===== config.mk =====
export PLATFORM = sky130hd
export DESIGN_NAME = sar_search
export DESIGN_NICKNAME = d
export VERILOG_FILES = /design/src/rtl/sar_search.sv
export SDC_FILE = /design/constraint.sdc
export NUM_CORES = 1
export LEC_CHECK = 0
export CAP_MARGIN = 25
export CORE_ASPECT_RATIO = 1.4
export CORE_MARGIN = 2
export CORE_UTILIZATION = 50
export CTS_CLUSTER_DIAMETER = 150
export DETAILED_ROUTE_END_ITERATION = 8
export HOLD_SLACK_MARGIN = 0.02
export MAX_ROUTING_LAYER = met4
export PLACE_DENSITY_LB_ADDON = 0.12
export SYNTH_ARGS = -nofsm -noshare
export SYNTH_HDL_FRONTEND = slang
export SYNTH_SLANG_ARGS = --single-unit

===== constraint.sdc =====
create_clock -name clk -period 2.9 [get_ports clk]
set_clock_uncertainty 0.15 [all_clocks]
set_input_delay 0.725 -clock clk [delete_from_list [all_inputs] [get_ports clk]]
set_output_delay 0.725 -clock clk [all_outputs]
set_load 0.1 [all_outputs]

===== src/rtl/sar_search.sv =====
// Successive-approximation search engine driving the B operand of a combinational
// magnitude comparator and converging on the unknown A value, one compare per clock.
module sar_search #(
    parameter int WIDTH = 8
) (
    input  logic             clk,
    input  logic             rst,
    input  logic             start,
    input  logic [1:0]       cmp_code,
    output logic [WIDTH-1:0] probe,
    output logic             busy,
    output logic             done,
    output logic [WIDTH-1:0] result,
    output logic             err,
    output logic [3:0]       steps
);

    localparam int IW = (WIDTH > 1) ? $clog2(WIDTH) : 1;

    typedef enum logic {IDLE, PROBE} state_t;

    state_t           state, state_n;
    logic [IW-1:0]    idx, idx_n;
    logic [WIDTH-1:0] probe_n, result_n, adj;
    logic             busy_n, done_n, err_n;
    logic [3:0]       steps_n;

    always_ff @(posedge clk or posedge rst) begin
        if (rst) begin
            state  <= IDLE;
            idx    <= IW'(WIDTH - 1);
            probe  <= '0;
            result <= '0;
            busy   <= 1'b0;
            done   <= 1'b0;
            err    <= 1'b0;
            steps  <= '0;
        end else begin
            state  <= state_n;
            idx    <= idx_n;
            probe  <= probe_n;
            result <= result_n;
            busy   <= busy_n;
            done   <= done_n;
            err    <= err_n;
            steps  <= steps_n;
        end
    end

    always_comb begin
        state_n  = state;
        idx_n    = idx;
        probe_n  = probe;
        result_n = result;
        busy_n   = busy;
        done_n   = 1'b0;
        err_n    = err;
        steps_n  = steps;
        // trial bit survives only when the target is above the probe
        adj      = probe;
        if (cmp_code == 2'b10)
            adj[idx] = 1'b0;

        case (state)
            IDLE: begin
                if (start) begin
                    probe_n            = '0;
                    probe_n[WIDTH-1]   = 1'b1;
                    idx_n              = IW'(WIDTH - 1);
                    steps_n            = '0;
                    err_n              = 1'b0;
                    busy_n             = 1'b1;
                    state_n            = PROBE;
                end
            end
            PROBE: begin
                steps_n = steps + 4'd1;
                case (cmp_code)
                    2'b00: begin
                        result_n = probe;
                        done_n   = 1'b1;
                        busy_n   = 1'b0;
                        state_n  = IDLE;
                    end
                    2'b11: begin
                        err_n    = 1'b1;
                        result_n = '0;
                        done_n   = 1'b1;
                        busy_n   = 1'b0;
                        state_n  = IDLE;
                    end
                    default: begin
                        if (idx != '0) begin
                            probe_n                = adj;
                            probe_n[idx - IW'(1)]  = 1'b1;
                            idx_n                  = idx - IW'(1);
                        end else begin
                            result_n = adj;
                            done_n   = 1'b1;
                            busy_n   = 1'b0;
                            state_n  = IDLE;
                        end
                    end
                endcase
            end
            default: state_n = IDLE;
        endcase
    end

endmodule


# After elaboration in Yosys (flattened, before gate mapping)
# Cells that the tools add are included.
[totals]
input_bits = 5
out_inout_bits = 23
ff_bits = 27
word_cells = 66
[op_classes]
n_mux = 31
bitwise = 4
n_eq_ne = 8
n_lt_le_gt_ge = 4
n_addsub = 2
reduce_logical = 9
[op_table]
columns = ["op", "n"]
rows = [
  ["8-bit 2-to-1 mux", 5],
  ["8-bit one-hot mux with 2 select lines", 2],
  ["1-bit 2-to-1 mux", 13],
  ["3-bit 2-to-1 mux", 3],
  ["8-bit AND", 1],
  ["3-bit by 4-bit < comparator with 1-bit output, second input constant", 2],
  ["8-bit inverter", 1],
  ["8-bit bitwise OR", 1],
  ["4-bit one-hot mux with 2 select lines", 1],
  ["1-bit demux with 3-bit select", 2],
  ["3-bit by 1-bit greater-or-equal comparator with 1-bit output, second input constant", 2],
  ["1-bit one-hot mux with 2 select lines", 3],
  ["3-bit one-hot mux with 2 select lines", 1],
  ["2-bit AND reduction", 3],
  ["4-bit by 1-bit adder with 4-bit output, second input constant", 1],
  ["2-bit == test, second input constant", 2],
  ["4-bit 2-to-1 mux", 1],
  ["2-bit by 1-bit != test with 1-bit output, second input constant", 2],
  ["2-bit != test, second input constant", 2],
  ["3-bit by 1-bit != test with 1-bit output, second input constant", 1],
  ["3-bit != test, second input constant", 1],
  ["3-bit AND reduction", 1],
  ["3-bit nonzero test", 1],
  ["3-bit by 1-bit subtractor with 3-bit output, second input constant", 1],
  ["other kinds (4)", 5],
]

# Longest topological paths before layout
# Gate-level depths: netlist of the first run.
[logic_depth]
depth_word = 11
mapped_depth = 8
mapped_depth_nobuf = 6

# Least setup slack after synthesis of the first run
# OpenSTA, ideal clock, no wires.
[synth_path]
path_type = "input to register"
startpoint = "input port cmp_code[0]"
endpoint = "register result[1]"
setup_time_ps = 95
n_path_buf = 2
required_time_ps = 2655
stages = 7
arrival_ps = 1803
setup_slack_ps = 852
cell_sequence = "inv_1 > ha_1 > clkbuf_1 > o31ai_4 > buf_2 > nand2_1 > o31ai_1"
[synth_via]
elab_chain_len = 4
elab_cells_between_ends = 8
cone_classes = "3 x eq/ne; 3 x mux; 2 x reduce/logical"
[synth_lines]
columns = ["item", "line", "source"]
rows = [
  ["start: declaration", "9", "input logic [1:0] cmp_code,"],
  ["2-bit == test", "61", "if (cmp_code == 2'b10)"],
  ["8-bit 2-to-1 mux", "61", ""],
  ["8-bit 2-to-1 mux", "93", "if (idx != '0) begin"],
  ["8-bit one-hot mux with 2 select lines", "78", "case (cmp_code)"],
  ["end signal: assignment", "42", "result <= result_n;"],
  ["end: declaration", "13", "output logic [WIDTH-1:0] result,"],
]
# Several ways; a longest one is shown, not always the timed one. The select of a mux whose other input is x is not followed.
# A chain may end at the register's enable or synchronous reset.

# Final worst setup path of the first run
[layout_path]
startpoint = "input port cmp_code[1]"
endpoint = "register probe[6]"
[layout_via]
elab_chain_len = 6
elab_cells_between_ends = 11
cone_classes = "3 x eq/ne; 4 x mux; 1 x bitwise; 3 x reduce/logical"
[layout_lines]
columns = ["item", "line", "source"]
rows = [
  ["2-bit == test", "61", ""],
  ["8-bit 2-to-1 mux", "61", ""],
  ["8-bit bitwise OR (no source line)", "n/a", ""],
  ["8-bit 2-to-1 mux", "93", ""],
  ["8-bit 2-to-1 mux", "78", ""],
  ["8-bit one-hot mux with 2 select lines", "64", "case (state)"],
  ["end signal: assignment", "41", "probe <= probe_n;"],
  ["end: declaration", "10", "output logic [WIDTH-1:0] probe,"],
]
# Several ways; a longest one is shown, not always the timed one. The select of a mux whose other input is x is not followed.

==> results of run 1 <==
## flip-flops by register name, summed over array words and instances (netlist names)
| signal | cells |
|---|---|
| state | 1 |
| probe | 8 |
| idx | 3 |
| result | 8 |
| busy | 1 |
| steps | 4 |
| done | 1 |
| err | 1 |
## power by group through the flow
stage | Sequential, mW | Combinational, mW | Clock, mW
3_3_place_gp | 0.603 | 1.10 | 0
5_1_grt | 0.615 | 1.16 | 0.185
3_5_place_dp | 0.604 | 1.10 | 0
2_1_floorplan | 1.17 | 0.303 | 0
6_report | 0.597 | 1.10 | 0.157
4_1_cts | 0.595 | 1.11 | 0.162
## final cells by class
cell class	instances	area share [%]
repair buffers	32	14.8
well taps	36	2.66
inverters	10	2.22
clock buffers	4	1.55
multi-input cells	96	38.6
flip-flops and latches	27	40.2
## worst paths after layout
| path | to | depth (start not counted) | start | slack (ns) |
|---|---|---|---|---|
| max in group asynchronous | idx[1] | 3 | rst | 1.70 |
| min | result[4] | 2 | result[4] | 0.35 |
| min in group asynchronous | done | 3 | rst | 0.60 |
| max | probe[6] | 7 | cmp_code[1] | 0.54 |
| min reg2reg | result[4] | 2 | result[4] | 0.35 |
| max reg2reg | probe[1] | 7 | idx[0] | 0.70 |
## cell usage in the layout, fill, tap and decap left out, types with 2 or more instances in the layout
master and instances:
a21boi_0 4, a21oi_1 6, a22o_1 3, a32o_1 2
and2_1 2, buf_4 28, clkbuf_4 3, clkdlybuf4s50_1 4
dfrtp_1 24, dfstp_2 3, ha_1 6, inv_1 10
nand2_1 15, nand2b_1 3, nand3_1 6, nand4_1 3
nor2_1 4, nor2b_1 2, o211ai_1 2, o21a_1 2
o21ai_0 10, o21ai_1 3, o31ai_1 5, o32ai_1 4
xor2_1 2
## cell families (layout without fill, tap and decap cells)
kind of cell             count (synthesis)  count (layout)
AO/OA/AOI/OAI                           46              46
AND/OR/NAND/NOR                         40              40
flip-flops                              27              27
buffers and inverters                   17              46
adder cells (fa/ha/maj)                  6               6
XOR/XNOR                                 3               3
multiplexers                             1               1
## critical path, cell delays in order
cell,delay [ns]
clkdlybuf4s50_1,0.53
inv_1,0.06
ha_1,0.30
buf_4,0.19
nand3_1,0.25
nor2_1,0.23
a32o_1,0.18
## layer usage
layer / GRT usage [%] / routed length [um] / vias up
met2: 33.0 / 1400 / 31
met1: 27.0 / 1350 / 507
met4: 9.29 / 61 / 0
li1: - / - / 563
met5: - / 0 / -
met3: 3.81 / 129 / 6
## stage by stage
step                      worst slack [ns]  hold slack [ns]  utilization [%]  instance area (sq um)  total power, mW
final                                0.539            0.351             64.0                   1690             1.86
after global routing                 0.485            0.372             64.0                   1690             1.96
after CTS                            0.550            0.354             64.0                   1690             1.86
after detailed placement             0.234            0.326             63.0                   1670             1.71
after global placement               0.287            0.315             63.0                   1670             1.70
after floorplan                      0.852            0.402                -                   1410             1.47
==> impl_metrics.toml, run 1 <==
[floorplanning]
io_pins = 28
die_area_sq_mm = 0.00326
die_w_um = 48.8
fp.dieH_um = 66.8
coreArea_sq_mm = 0.00264
rows = 22
start_util_pct = 53.3

[yosys]
syn-num-nets = 151
ys_async_sr_fraction_pct = 100
synth.area.mux_share_pct = 0.800
synth_top_family_by_area = "compound AO/OA/AOI/OAI gates"
synth_cell_types = 37
synthCells = 140
synthTopCellsByArea = "dfrtp_1 (43%), dfstp_2 (5.6%), ha_1 (5.3%)"
postSynthAreaPerCell_sq_um = 10.1
synth_seq_cells = 27
yosysWarnings = 0
ys.flop_type = "dfrtp_1"
yosysMostFrequentCell = "dfrtp_1"
synth_fa_ha_area_share_pct = 5.33
synth_xor_area_share_pct = 2.40
synth-compound-area-share_pct = 23.4
syn_area_sq_mm = 0.00141
ys_top_cells_by_count = "dfrtp_1 (24), nand2_1 (15), inv_1 (10), o21ai_0 (10)"
synth_top_cell_area_share_pct = 42.7
synth_top_area_cell = "dfrtp_1"
ys_seq_area_share_pct = 48.3
synth-simple-area-share_pct = 14.5
synth-edff-count = 0

[outcome]
status = "finished, final reports clean"

[power]
vdd_drop_max_mv = 0.831
power_leakage_nw = 0.780
power.density_mw_per_mm2 = 1100
swShare_pct = 56.9
intPower_mw = 0.799
seqPwrFrac_pct = 32.2
p_clk_share_pct = 8.4
switchingPower_mw = 1.06
p_comb_share_pct = 59.4

[clock_tree]
clk_pin_slew_ns = 0.13
cts_resized = 0
htree_levels = 1
cts_sinks = 27
cts_buffer_depth = 2
cts-root-buf = "clkbuf_4"
cts_tree = "built"
cts_setup_buffers = 0
cts_buffers = 3
insertion_delay_ns = 0.31
cts_hold_buf = 0

[routing]
drc_errors = 0
drtIter0Drc = 29
wl_per_cell_um = 14.3
vias = 1107
wl_um = 2940
drt_first_pass_iters = 4
vias_per_cell = 5.40
ant_nets = 0

[place]
gp_congestion = 0.942
post-dp-hpwl_um = 2230
io_buffer_count = 27
dpl.cell_count = 201

[timing]
tns_ns = 0
period_share_pct = 81.4
setup_viol = 0
worst_slew_pin_slew_ns = 0.491
rsz0062_at_grt = "false"
hold_violations = 0
finalCriticalPeriod_ns = 2.36
slew_viol_final = 0
maxSlewHeadroom_pct = 67.3
fmax_mhz = 424

[critical_path]
critPathKind = "primary input to flip-flop"
crit_path_end_kind = "flip-flop"
worstPathRequired_ns = 3.00
arrival_ns = 2.46
crit_path_start_kind = "primary input"
path_max_fanout = 13

[layout]
multi_input_area_sq_um = 653
nets = 181
layoutNonFillerInstCount = 205
area_delta_synth_final_pct = 20.2
regArea_sq_um = 679
drive_gt1_share_pct = 24.3
n_antenna_cell = 0
nFillCells = 240

[grt]
first_global_vias = 1090
grt-ovfl-total = 0
grtUsageTotal_pct = 21.1
grt_pass1_wl_um = 5170
antenna_found_initial = 0
grt_max_degree = 28

[flow_run]
drv_cap = 0

[hold_path]
worstHoldPathType = "flip-flop to flip-flop"
(Power assumes the default switching activity.)
==> run 2, diff against run 1 <==
Clock period 2.9 ns to 2.4 ns, I/O delays scaled along.
==> run 2 against run 1 <==
Clock power up 32%. Sequential power rose by 18%. Worst hold slack improved by 0.0016 ns. Final cell count up 4.4%. Critical path depth rose by 1. Highest routed layer unchanged. Global-route usage rose by 0.77 points. Count of clock-buffer cells in the layout down 1. Largest power group unchanged.
==> impl_metrics.toml, run 2 (synthesis results as in run 1) <==
[critical_path]
crit_path_start_kind = "primary input"
path_max_fanout = 11
r2r-start = "idx[1]"
critPathKind = "primary input to flip-flop"
worstPathRequired_ns = 2.49
crit_path_end_kind = "flip-flop"
critical_path.startpoint = "cmp_code[1]"
arrival_ns = 2.20

[grt]
grt_max_degree = 28
antenna_found_initial = 0
grtUsageTotal_pct = 21.9
grt-ovfl-total = 0
grt_pass1_wl_um = 5290
first_global_vias = 1165

[routing]
drc_errors = 0
drtIter0Drc = 33
vias_per_cell = 5.58
wl_per_cell_um = 14.7
wl_um = 3140
drt_first_pass_iters = 4
vias = 1195
ant_nets = 0

[power]
power_leakage_nw = 0.829
power.density_mw_per_mm2 = 1300
vdd_drop_max_mv = 0.991

[place]
gp_congestion = 0.911
io_buffer_count = 27
post-dp-hpwl_um = 2460
dpl.cell_count = 210
placed_area_sq_mm = 0.00175

[outcome]
status = "finished, final reports clean"

[layout]
reg_top3 = "probe: 8 flops, result: 8 flops, steps: 4 flops"
layoutNonFillerInstCount = 214
final_core_util_pct = 67.2
multi_input_area_sq_um = 653
nFillCells = 226
n_antenna_cell = 0
nets = 190
area_delta_synth_final_pct = 26.1
final_cell_mix = "buf_4 (36), dfrtp_1 (24), nand2_1 (15)"
final_cell_area_sq_mm = 0.00178
regArea_sq_um = 679
drive_gt1_share_pct = 28.7
final_common_cell = "buf_4"

[timing]
rsz0062_at_grt = "false"
worst_slew_pin_slew_ns = 0.466
finalCriticalPeriod_ns = 2.12
slew_viol_final = 0
period_share_pct = 88.3
hold_ws_ns = 0.353
maxSlewHeadroom_pct = 68.9
setup_viol = 0
fmax_mhz = 472
tns_ns = 0
hold_violations = 0

[flow_run]
drv_cap = 0

[hold_path]
holdCritStartpoint = "result[2]"
worstHoldPathType = "flip-flop to flip-flop"

[floorplanning]
fp.dieH_um = 66.8
die_w_um = 48.8
coreArea_sq_mm = 0.00264
io_pins = 28
rows = 22
start_util_pct = 53.3
die_area_sq_mm = 0.00326

[clock_tree]
insertion_delay_ns = 0.34
cts_hold_buf = 0
cts_buffer_depth = 2
cts-root-buf = "clkbuf_4"
cts_tree = "built"
cts_buffers = 3
clk_pin_slew_ns = 0.15
htree_levels = 1
cts_setup_buffers = 0
cts_sinks = 27
cts_resized = 0
[run 2: cell type report]
class / count / share of cell area (%)
Clock buffer: 3 / 1.27
Sequential cell: 27 / 38.3
Timing Repair Buffer: 41 / 18.6
Inverter: 10 / 2.11
Multi-Input combinational cell: 96 / 36.8
Tap cell: 36 / 2.54
Clock inverter: 1 / 0.423
[run 2: final timing paths]
path	endpoint	slack, ns	cells past startpoint
setup / recovery	probe[4]	0.28	8
hold / removal	result[2]	0.35	2
setup reg to reg	probe[4]	0.44	7
hold reg to reg	result[2]	0.35	2
max in group asynchronous	idx[0]	1.34	3
min in group asynchronous	result[5]	0.45	3
[run 2: stage by stage]
step	setup slack, ns	total power, mW
after CTS	0.282	2.31
after detailed placement	-0.0756	2.11
after global placement	-0.0209	2.09
after floorplan	0.368	1.78
final	0.282	2.30
after global routing	0.149	2.41
[run 2: where the power goes]
| part | total [mW] | switching (mW) | leakage [nW] | internal [mW] |
|---|---|---|---|---|
| logic | 1.39 | 1.05 | 0.467 | 0.340 |
| clock network | 0.207 | 0.143 | 0.0139 | 0.0640 |
| registers | 0.705 | 0.118 | 0.348 | 0.588 |
[run 2: critical path: stages]
cell and delay (ns):
clkdlybuf4s50_1 0.50, inv_1 0.05, ha_1 0.35, nand2_2 0.09, o21ai_2 0.13, buf_4 0.17
a21boi_0 0.19, o32ai_1 0.11
[run 2: layer usage]
metal / track usage (%) / routed length, um
met1: 24.3 / 1320
met2: 40.4 / 1620
met3: 2.24 / 146
met4: 8.57 / 52
met5: - / 0
==> run 3, diff against run 2 <==
Settings changed: CTS_CLUSTER_DIAMETER 150 to unset, SETUP_SLACK_MARGIN set to 0.3.
==> run 3 against run 2 <==
Largest power group unchanged. Utilization increased by 0.85 points. First-iteration DRC count decreased by 36%. Largest cell class unchanged. Sequential cell count unchanged. Via count is 1.8% higher. Register-to-register slack is essentially flat.
==> impl_metrics.toml, run 3 (synthesis results as in run 1) <==
[timing]
finalCriticalPeriod_ns = 2.05
setup_viol = 0
period_share_pct = 85.3
hold_violations = 0
fin_ws_ns = 0.353
tns_ns = 0
maxSlewHeadroom_pct = 68.6
fmax_mhz = 489
slew_viol_final = 0
rsz0062_at_grt = "true"
worst_slew_pin_slew_ns = 0.471
hold_ws_ns = 0.353

[power]
power.density_mw_per_mm2 = 1290
power_leakage_nw = 0.831
fin_total_pwr_mw = 2.31
vdd_drop_max_mv = 0.993

[critical_path]
critPathBufInv = 3
path_max_fanout = 11
critPathMaxStageDelay_ns = 0.50
worstPathRequired_ns = 2.50
critPathSlowestCell = "clkdlybuf4s50_1"
crit_family = "buffers and inverters"
crit_path_start_kind = "primary input"
cp_cell_sequence = "clkdlybuf4s50_1, inv_1, ha_4, nand2_2, o21ai_2, buf_6, nand4_1, a22o_1"
crit_path_end_kind = "flip-flop"
critPathKind = "primary input to flip-flop"
arrival_ns = 2.14

[routing]
drt_first_pass_iters = 4
wl_per_cell_um = 14.9
drtIter0Drc = 21
ant_nets = 0
drc_errors = 0
vias_per_cell = 5.69
vias = 1217
wl_um = 3180

[layout]
area_delta_synth_final_pct = 27.7
final_core_util_pct = 68.0
nets = 190
drive_gt1_share_pct = 29.8
nFillCells = 226
final_cell_area_sq_mm = 0.00180
regArea_sq_um = 679
final_common_cell = "buf_4"
final_cell_mix = "buf_4 (35), dfrtp_1 (24), nand2_1 (15)"
n_antenna_cell = 0
multi_input_area_sq_um = 672
layoutNonFillerInstCount = 214
reg_top3 = "probe: 8 flops, result: 8 flops, steps: 4 flops"

[clock_tree]
insertion_delay_ns = 0.34
cts_buffers = 3
htree_levels = 1
cts_sinks = 27
cts-root-buf = "clkbuf_4"
cts_tree = "built"
cts_setup_buffers = 0
cts_buffer_depth = 2
cts_hold_buf = 0
clk_pin_slew_ns = 0.15

[grt]
grtUsageTotal_pct = 21.9
grt-ovfl-total = 0
first_global_vias = 1162
grt_pass1_wl_um = 5290
grt_max_degree = 28
antenna_found_initial = 0

[flow_run]
drv_cap = 0

[place]
post-dp-hpwl_um = 2460
placed_area_sq_mm = 0.00175
io_buffer_count = 27
gp_congestion = 0.911
place_ws_ns = -0.0756
dpl.cell_count = 210

[floorplanning]
fp.dieH_um = 66.8
rows = 22
start_util_pct = 53.3
die_area_sq_mm = 0.00326
coreArea_sq_mm = 0.00264
io_pins = 28
die_w_um = 48.8

[hold_path]
worstHoldPathType = "flip-flop to flip-flop"

[outcome]
status = "finished, final reports clean"
## run 3: cell counts in the layout (fill, tap and decap cells not counted)
No cell type changed its count.
## run 3: area by class of cell
| type | instances | area share (%) |
|---|---|---|
| flip-flops and latches | 27 | 37.8 |
| multi-input cells | 96 | 37.4 |
| repair buffers | 41 | 18.6 |
| well taps | 36 | 2.51 |
| inverters | 10 | 2.09 |
| clock buffers | 3 | 1.25 |
| clock inverters | 1 | 0.418 |
## run 3: routing by layer
| metal | up-vias | share of wire (%) | wire length (um) | GRT usage, % |
|---|---|---|---|---|
| li1 | 578 | - | - | - |
| met1 | 591 | 41 | 1310 | 24.3 |
| met2 | 40 | 52 | 1660 | 40.4 |
| met3 | 8 | 4.8 | 152 | 2.24 |
| met4 | 0 | 1.8 | 57 | 8.57 |
| met5 | - | 0 | 0 | - |
## run 3: worst paths after layout
| kind | from | endpoint | slack (ns) | cells after the start |
|---|---|---|---|---|
| setup / recovery | cmp_code[1] | probe[7] | 0.35 | 8 |
| hold / removal | result[2] | result[2] | 0.35 | 2 |
| setup reg to reg | idx[1] | probe[7] | 0.44 | 7 |
| hold reg to reg | result[2] | result[2] | 0.35 | 2 |
| max in group asynchronous | rst | idx[0] | 1.34 | 3 |
| min in group asynchronous | rst | result[5] | 0.45 | 3 |
## run 3: timing repair
| action | in CTS | in global routing |
|---|---|---|
| setup endpoints to repair | 2 | 4 |
| hold endpoints to repair | 0 | 0 |
| resized for setup | 1 | 3 |
| pin swaps | 0 | 0 |
## run 3: power by group
| group | internal [mW] | total (mW) | leakage (nW) | switching [mW] |
|---|---|---|---|---|
| logic | 0.346 | 1.40 | 0.470 | 1.06 |
| registers | 0.588 | 0.708 | 0.348 | 0.120 |
| clock network | 0.0640 | 0.204 | 0.0139 | 0.140 |
## run 3: worst reg2reg max path, delay by kind of cell (launching register included)
| kind | cells | cell delay (ns) |
|---|---|---|
| buffers and inverters | 2 | 0.25 |
| DFF | 1 | 0.62 |
| AOI/OAI and AO/OA | 2 | 0.36 |
| and+or+nand+nor | 2 | 0.30 |
| adders and majority gates | 1 | 0.19 |
